### config.mk
export PLATFORM = sky130hd
export DESIGN_NAME = ksa_shuffle_fsm
export DESIGN_NICKNAME = d
export VERILOG_FILES = /design/src/rtl/ksa_shuffle_fsm.sv
export SDC_FILE = /design/constraint.sdc
export NUM_CORES = 1
export LEC_CHECK = 0
export CAP_MARGIN = 5
export CORE_MARGIN = 5
export CORE_UTILIZATION = 50
export DETAILED_ROUTE_END_ITERATION = 7
export PLACE_DENSITY = 0.81
export SLEW_MARGIN = 0
export SYNTH_ARGS = -nofsm -noshare
export SYNTH_HDL_FRONTEND = slang
export SYNTH_SLANG_ARGS = --single-unit
export TNS_END_PERCENT = 5
### constraint.sdc
create_clock -name clk -period 6.8 [get_ports clk]
set_input_delay 1.36 -clock clk [delete_from_list [all_inputs] [get_ports clk]]
set_output_delay 1.36 -clock clk [all_outputs]
set_load 0.02 [all_outputs]
### src/rtl/ksa_shuffle_fsm.sv
// RC4 key-scheduling shuffle over the 256x8 S memory (S assumed to hold the identity).
// One swap per 6-cycle iteration; all outputs are registered and decoded from the next state.
module ksa_shuffle_fsm #(
  parameter int KEY_LEN = 3
) (
  input  logic                   clk,
  input  logic                   reset_n,
  input  logic                   start,
  input  logic [8*KEY_LEN-1:0]   secret_key,
  input  logic [7:0]             mem_rdata,
  output logic [7:0]             mem_addr,
  output logic [7:0]             mem_wdata,
  output logic                   mem_wren,
  output logic                   finish
);

  localparam int KW = (KEY_LEN > 1) ? $clog2(KEY_LEN) : 1;

  typedef enum logic [2:0] {
    IDLE, RD_I, CALC_J, RD_J, LAT_J, WR_I, WR_J, DONE
  } state_t;

  state_t               state_q, state_d;
  logic [7:0]           i_q, i_d, j_q, j_d;
  logic [KW-1:0]        kidx_q, kidx_d;
  logic [7:0]           si_q, si_d, sj_q, sj_d;
  logic [8*KEY_LEN-1:0] key_q, key_d;
  logic [7:0]           mem_addr_q, mem_addr_d, mem_wdata_q, mem_wdata_d;
  logic                 mem_wren_q, mem_wren_d, finish_q, finish_d;

  // Key byte 0 is the most significant byte of the key word.
  function automatic logic [7:0] key_byte(input logic [8*KEY_LEN-1:0] key,
                                          input logic [KW-1:0] idx);
    logic [8*KEY_LEN-1:0] sh;
    sh = key >> (8 * (KEY_LEN - 1 - int'(idx)));
    return sh[7:0];
  endfunction

  always_comb begin
    state_d     = state_q;
    i_d         = i_q;
    j_d         = j_q;
    kidx_d      = kidx_q;
    si_d        = si_q;
    sj_d        = sj_q;
    key_d       = key_q;
    mem_addr_d  = '0;
    mem_wdata_d = '0;
    mem_wren_d  = 1'b0;
    finish_d    = 1'b0;
    case (state_q)
      IDLE: begin
        if (start) begin
          i_d     = '0;
          j_d     = '0;
          kidx_d  = '0;
          key_d   = secret_key;
          state_d = RD_I;
        end
      end
      RD_I: state_d = CALC_J;
      CALC_J: begin
        si_d       = mem_rdata;
        j_d        = j_q + mem_rdata + key_byte(key_q, kidx_q);
        mem_addr_d = j_d;
        state_d    = RD_J;
      end
      RD_J: state_d = LAT_J;
      LAT_J: begin
        sj_d        = mem_rdata;
        mem_addr_d  = i_q;
        mem_wdata_d = mem_rdata;
        mem_wren_d  = 1'b1;
        state_d     = WR_I;
      end
      WR_I: begin
        mem_addr_d  = j_q;
        mem_wdata_d = si_q;
        mem_wren_d  = 1'b1;
        state_d     = WR_J;
      end
      WR_J: begin
        if (i_q == 8'd255) begin
          finish_d = 1'b1;
          state_d  = DONE;
        end else begin
          i_d        = i_q + 8'd1;
          kidx_d     = (kidx_q == KW'(KEY_LEN - 1)) ? '0 : kidx_q + 1'b1;
          mem_addr_d = i_d;
          state_d    = RD_I;
        end
      end
      DONE: finish_d = 1'b1;
      default: state_d = IDLE;
    endcase
    // Dropping start anywhere outside IDLE aborts the run with outputs cleared.
    if (state_q != IDLE && !start) begin
      state_d     = IDLE;
      mem_addr_d  = '0;
      mem_wdata_d = '0;
      mem_wren_d  = 1'b0;
      finish_d    = 1'b0;
    end
  end

  always_ff @(posedge clk or negedge reset_n) begin
    if (!reset_n) begin
      state_q     <= IDLE;
      i_q         <= '0;
      j_q         <= '0;
      kidx_q      <= '0;
      mem_addr_q  <= '0;
      mem_wdata_q <= '0;
      mem_wren_q  <= 1'b0;
      finish_q    <= 1'b0;
    end else begin
      state_q     <= state_d;
      i_q         <= i_d;
      j_q         <= j_d;
      kidx_q      <= kidx_d;
      mem_addr_q  <= mem_addr_d;
      mem_wdata_q <= mem_wdata_d;
      mem_wren_q  <= mem_wren_d;
      finish_q    <= finish_d;
    end
  end

  always_ff @(posedge clk) begin
    si_q  <= si_d;
    sj_q  <= sj_d;
    key_q <= key_d;
  end

  assign mem_addr  = mem_addr_q;
  assign mem_wdata = mem_wdata_q;
  assign mem_wren  = mem_wren_q;
  assign finish    = finish_q;

endmodule

Yosys cells after proc, flatten, opt, wreduce, memory -nomap -nowiden --
Cells that the tools add are included.
Word-level totals: bits in registers 71, bits of input ports 35, output and inout bits 18, word-level logic and storage cells 62
Operators by class: add/subtract/negate cells 5, equal/unequal tests 12, shift-type cells 1, multiplexer cells 22, reduce and logical (&&, ||, !) cells 12
Operators with widths (number):
- $pmux 8 s2 | 3
- $mux 8 | 5
- $pmux 8 s4 | 1
- $shr 24x32->8 | 1
- $pmux 3 s7 | 1
- $add 8x8->8 | 2
- $eq 3x3->1 const B | 4
- $mux 3 | 3
- $add 8x1->8 const B | 1
- $eq 8x8->1 const B | 1
- $reduce_bool 8->1 | 1
- $eq 3x2->1 const B | 2
- $mux 2 | 3
- $reduce_and 2->1 | 3
- $mux 1 | 4
- $ne 2x2->1 const B | 2
- $pmux 2 s2 | 1
- $reduce_bool 2->1 | 2
- $eq 3x1->1 const B | 1
- $logic_not 3->1 | 1
- $ne 3x3->1 const B | 1
- $reduce_and 3->1 | 1
- $reduce_bool 3->1 | 1
- $sub 2x2->3 const A | 1
- other kinds (6) | 6

Depth between registers and ports, before layout --
depth after elaboration 5, gate-level depth with buffers 17, gate-level depth less buffers 15

Least setup slack after synthesis --
No wires, ideal clock.
kind input-to-reg, from input start, to register i_q[3], setup time 0.125 ns, data arrival time 3.614 ns, data required time 6.675 ns, slack 3.062 ns, cell stages on the path 3, cells stage by stage nor4b_2 nor2_1 o31a_1
Between the ends: cells in the longest elaborated chain, start to end 2
RTL lines:
- from (decl) | RTL line 8 | input logic start,
- $ne 2x2->1 (no source line)
- $reduce_and 3->1 (no source line)
- to (signal assigned) | RTL line 118 | i_q <= i_d;
- to (decl) | RTL line 24 | logic [7:0] i_q, i_d, j_q, j_d;
Every way passes these cells. A chain may end at the register's enable or synchronous reset.

Worst setup path after layout --
from register kidx_q[0], to register mem_addr_q[7], in the netlist mem_addr[7]
Between the ends: cells in the longest elaborated chain, start to end 5
RTL lines:
- from (decl) | RTL line 25 | logic [KW-1:0] kidx_q, kidx_d;
- from (signal assigned) | RTL line 120 | kidx_q <= kidx_d;
- $sub 2x2->3 | RTL line 35 | sh = key >> (8 * (KEY_LEN - 1 - int'(idx)));
- $shr 24x32->8 | RTL line 35
- $add 8x8->8 | RTL line 64 | j_d = j_q + mem_rdata + key_byte(key_q, kidx_q);
- $pmux 8 s4 | RTL line 51 | case (state_q)
- $mux 8 | RTL line 97 | if (state_q != IDLE && !start) begin
- via mem_addr_d[7] | RTL line 28 | logic [7:0] mem_addr_q, mem_addr_d, mem_wdata_q, mem_wdata_d;
- to (signal assigned) | RTL line 121 | mem_addr_q <= mem_addr_d;
- to (decl) | RTL line 28
The timed path passes the listed nets, and every way through them passes these cells.

==> results.txt <==
Chip Height = 93.2 um
Setup TNS = 0 ps
Worst EP required = 7090 ps
Critical Path AT = 4340 ps
Core Footprint = 6760 um2
Utilization after layout = 0.625
CTS tree = built
Hold-fix buffers, CTS = 0
Yosys warns = 0
Placed wire-length estimate = 4830 um
Area growth syn-to-layout = 21.8%
Most frequent cell after synthesis = dfrtp_1
Fin crit share = 0.596
RSZ-0062 raised after global routing = false
CTS buffer count = 9
WS Path Type = flop to flop
Clk_lat worst skew = 350 ps
Area contributors post-synth = dfrtp_1, edfxtp_1, mux2i_1, fa_1, nor2_1
Largest net degree at the start of global routing = 40
Initial antenna violation count = 0
DRT Wirelength = 6720 um
Port bufs = 52
Synth Instances = 294
Vias in the first global route = 2333
Slew margin rel. = 0.298
Reported leakage power = 0.00174 uW
Chip width = 93.2 um
DR vias/cell = 5.43
Starting Density = 0.513
CP Capture Type = flop
Pre-CTS setup slack = 2670 ps
Clk root buf = clkbuf_8
PnR worst setup slack = 2750 ps
Synth unique cells = 46
Row Count = 30
Max Clk Rate = 0.247 GHz
GRT Util Overall = 0.165
Asr flop ratio synth = 0.549
Hold Vio Cnt, Final = 0
Iteration-0 DRC count of the detailed router = 113
Synth area leader = dfrtp_1
Status = complete, no violations
Commonest cells post-synth = dfrtp_1, nor2_1, edfxtp_1, a21oi_1, mux2i_1
Period minus WS final = 4050 ps
Total of max-cap violations = 0
Hold crit path type = flop to flop
Routed via count = 2335
Routed Antenna Nets = 0
Die ar. = 8690 um2
Ant. Diodes = 0
Met2 wire length = 3280 um
Flop and latch count out of synthesis = 71
CP Max Fanout = 13
DR top layer = met4
Synthesized area = 3460 um2
Post-CTS Setup Bufs = 0
Met3 WL = 422 um
M1 WL = 2940 um
RePlAce Congestion = 0.876
Clk slew on worst S/H paths = 70 ps
Routed WL per cell = 15.6 um
Worst Tran Pin Value = 1050 ps
Seq/Total Area, Yosys = 0.559
Clk sinks = 71
Worst Clk Skew = 9.04 ps
Synth Area per Inst = 11.8 um2
NumNets Final = 398
First-pass GRT wire length = 11000 um
Post-synth EDFFs = 32
Syn_nets = 347
Power Density = 296 nW/um2
Startpoint types = flop
CTS H-tree lvls = 3
Most used DFF post-synth = dfrtp_1
Gr ovfl total = 0
# DRC = 0
Filler cell count in the final layout = 543
Slew Viols, Final = 0
First-pass DRT Iterations = 4
Post-CTS sizing = 0
Synth top area share = 0.282
Endpoints failing setup = 0
Top Ports = 53
Maximum vdd ir drop = 0.184 mV
Clock tree buffer depth = 2
Share of layout cells above drive strength 1 = 0.0771
final cells by class:
| class | count | area, um2 | area share |
|---|---|---|---|
| clock inverter | 6 | 60.1 | 0.0142 |
| sequential | 71 | 1940 | 0.459 |
| clock buffer | 10 | 128 | 0.0302 |
| multi-input combinational | 201 | 1440 | 0.341 |
| timing repair buffer | 53 | 523 | 0.124 |
| inverter | 9 | 33.8 | 0.00800 |
| tap | 80 | 100 | 0.0237 |
state kept, by name (all words and copies together) (netlist names):
signal,cells
si_q,8
kidx_q,2
key_q,24
i_q,8
state_q,3
mem_addr,8
finish,1
mem_wdata,8
j_q,8
mem_wren,1
layout by cell type, fill, tap and decap left out, types with 2 or more instances in the layout:
cell type        synthesis  routed
xnor2_1                  4       4
xor2_1                   3       3
nand3_1                  8       8
nand4_1                  2       2
a211oi_1                 2       2
nor2b_1                  5       5
clkdlybuf4s50_1          0      51
o21ai_1                  7       7
ha_1                    10      10
a22o_1                   5       5
dfrtp_1                 39      39
and2_1                   3       3
nand2_1                 16      16
and3_1                   2       2
a21oi_2                  2       2
nor3_1                   3       3
o31ai_1                  4       4
mux2_2                   5       5
a21boi_0                 3       3
clkinv_2                 0       2
mux2i_1                 17      17
inv_1                    8       8
o21ai_0                  7       7
a31oi_1                  2       2
nor2_1                  38      38
a21oi_1                 18      18
clkbuf_8                 0       9
a21o_1                  10      10
fa_1                     8       8
edfxtp_1                32      32
or4b_1                   2       2
and4_1                   2       2
report_power, final:
| group | total, uW | switching [uW] | internal (uW) |
|---|---|---|---|
| registers | 542 | 44.8 | 497 |
| logic | 381 | 201 | 179 |
| clock network | 325 | 157 | 168 |
| total | 1250 | 403 | 845 |
kinds of logic after synthesis:
group,Yosys count,share of synthesized area
simple gates,87,0.121
flops,71,0.559
compound gates,67,0.127
buf+inv,22,0.0278
mux,22,0.0654
fa+ha+maj,18,0.0823
xor+xnor,7,0.0177
per-layer routing:
| metal | global-route usage | vias up |
|---|---|---|
| met5 | 0 | - |
| met4 | 0.0708 | 0 |
| met3 | 0.0410 | 6 |
| met2 | 0.272 | 71 |
| met1 | 0.205 | 1102 |
| li1 | - | 1156 |
worst paths after layout:
check,start,end,slack [ps],cells past startpoint
max,kidx_q[0]$_DFFE_PN0P_,mem_addr[7]$_DFF_PN0_,2750,15
min,si_q[1]$_DFFE_PP_,mem_wdata[1]$_DFF_PN0_,500,2
min reg2reg,si_q[1]$_DFFE_PP_,mem_wdata[1]$_DFF_PN0_,500,2
max reg2reg,kidx_q[0]$_DFFE_PN0P_,mem_addr[7]$_DFF_PN0_,2750,15
max in group asynchronous,reset_n,j_q[6]$_DFFE_PN0P_,5150,1
min in group asynchronous,reset_n,mem_addr[2]$_DFF_PN0_,1120,1
stage by stage:
step / instance area, um2 / hold WS [ps] / instances / power (uW)
2_1_floorplan: 3460 / 465 / 294 / 824
6_report: 4220 / 498 / 430 / 1250
5_1_grt: 4220 / 541 / 430 / 1320
3_5_place_dp: 4030 / 485 / 414 / 930
4_1_cts: 4220 / 497 / 430 / 1250
3_3_place_gp: 4030 / 471 / 414 / 917
critical path: stages (launching register included):
cell	delay [ps]
dfrtp_1	580
inv_1	130
ha_1	580
mux2i_1	240
nor2_1	50
a21oi_1	120
nor2_1	90
fa_1	520
ha_1	190
inv_1	70
fa_1	390
nor2b_1	200
o31ai_1	120
a21oi_2	180
or4b_1	440
nand3_1	90
Power figures use the tool's default switching activity.
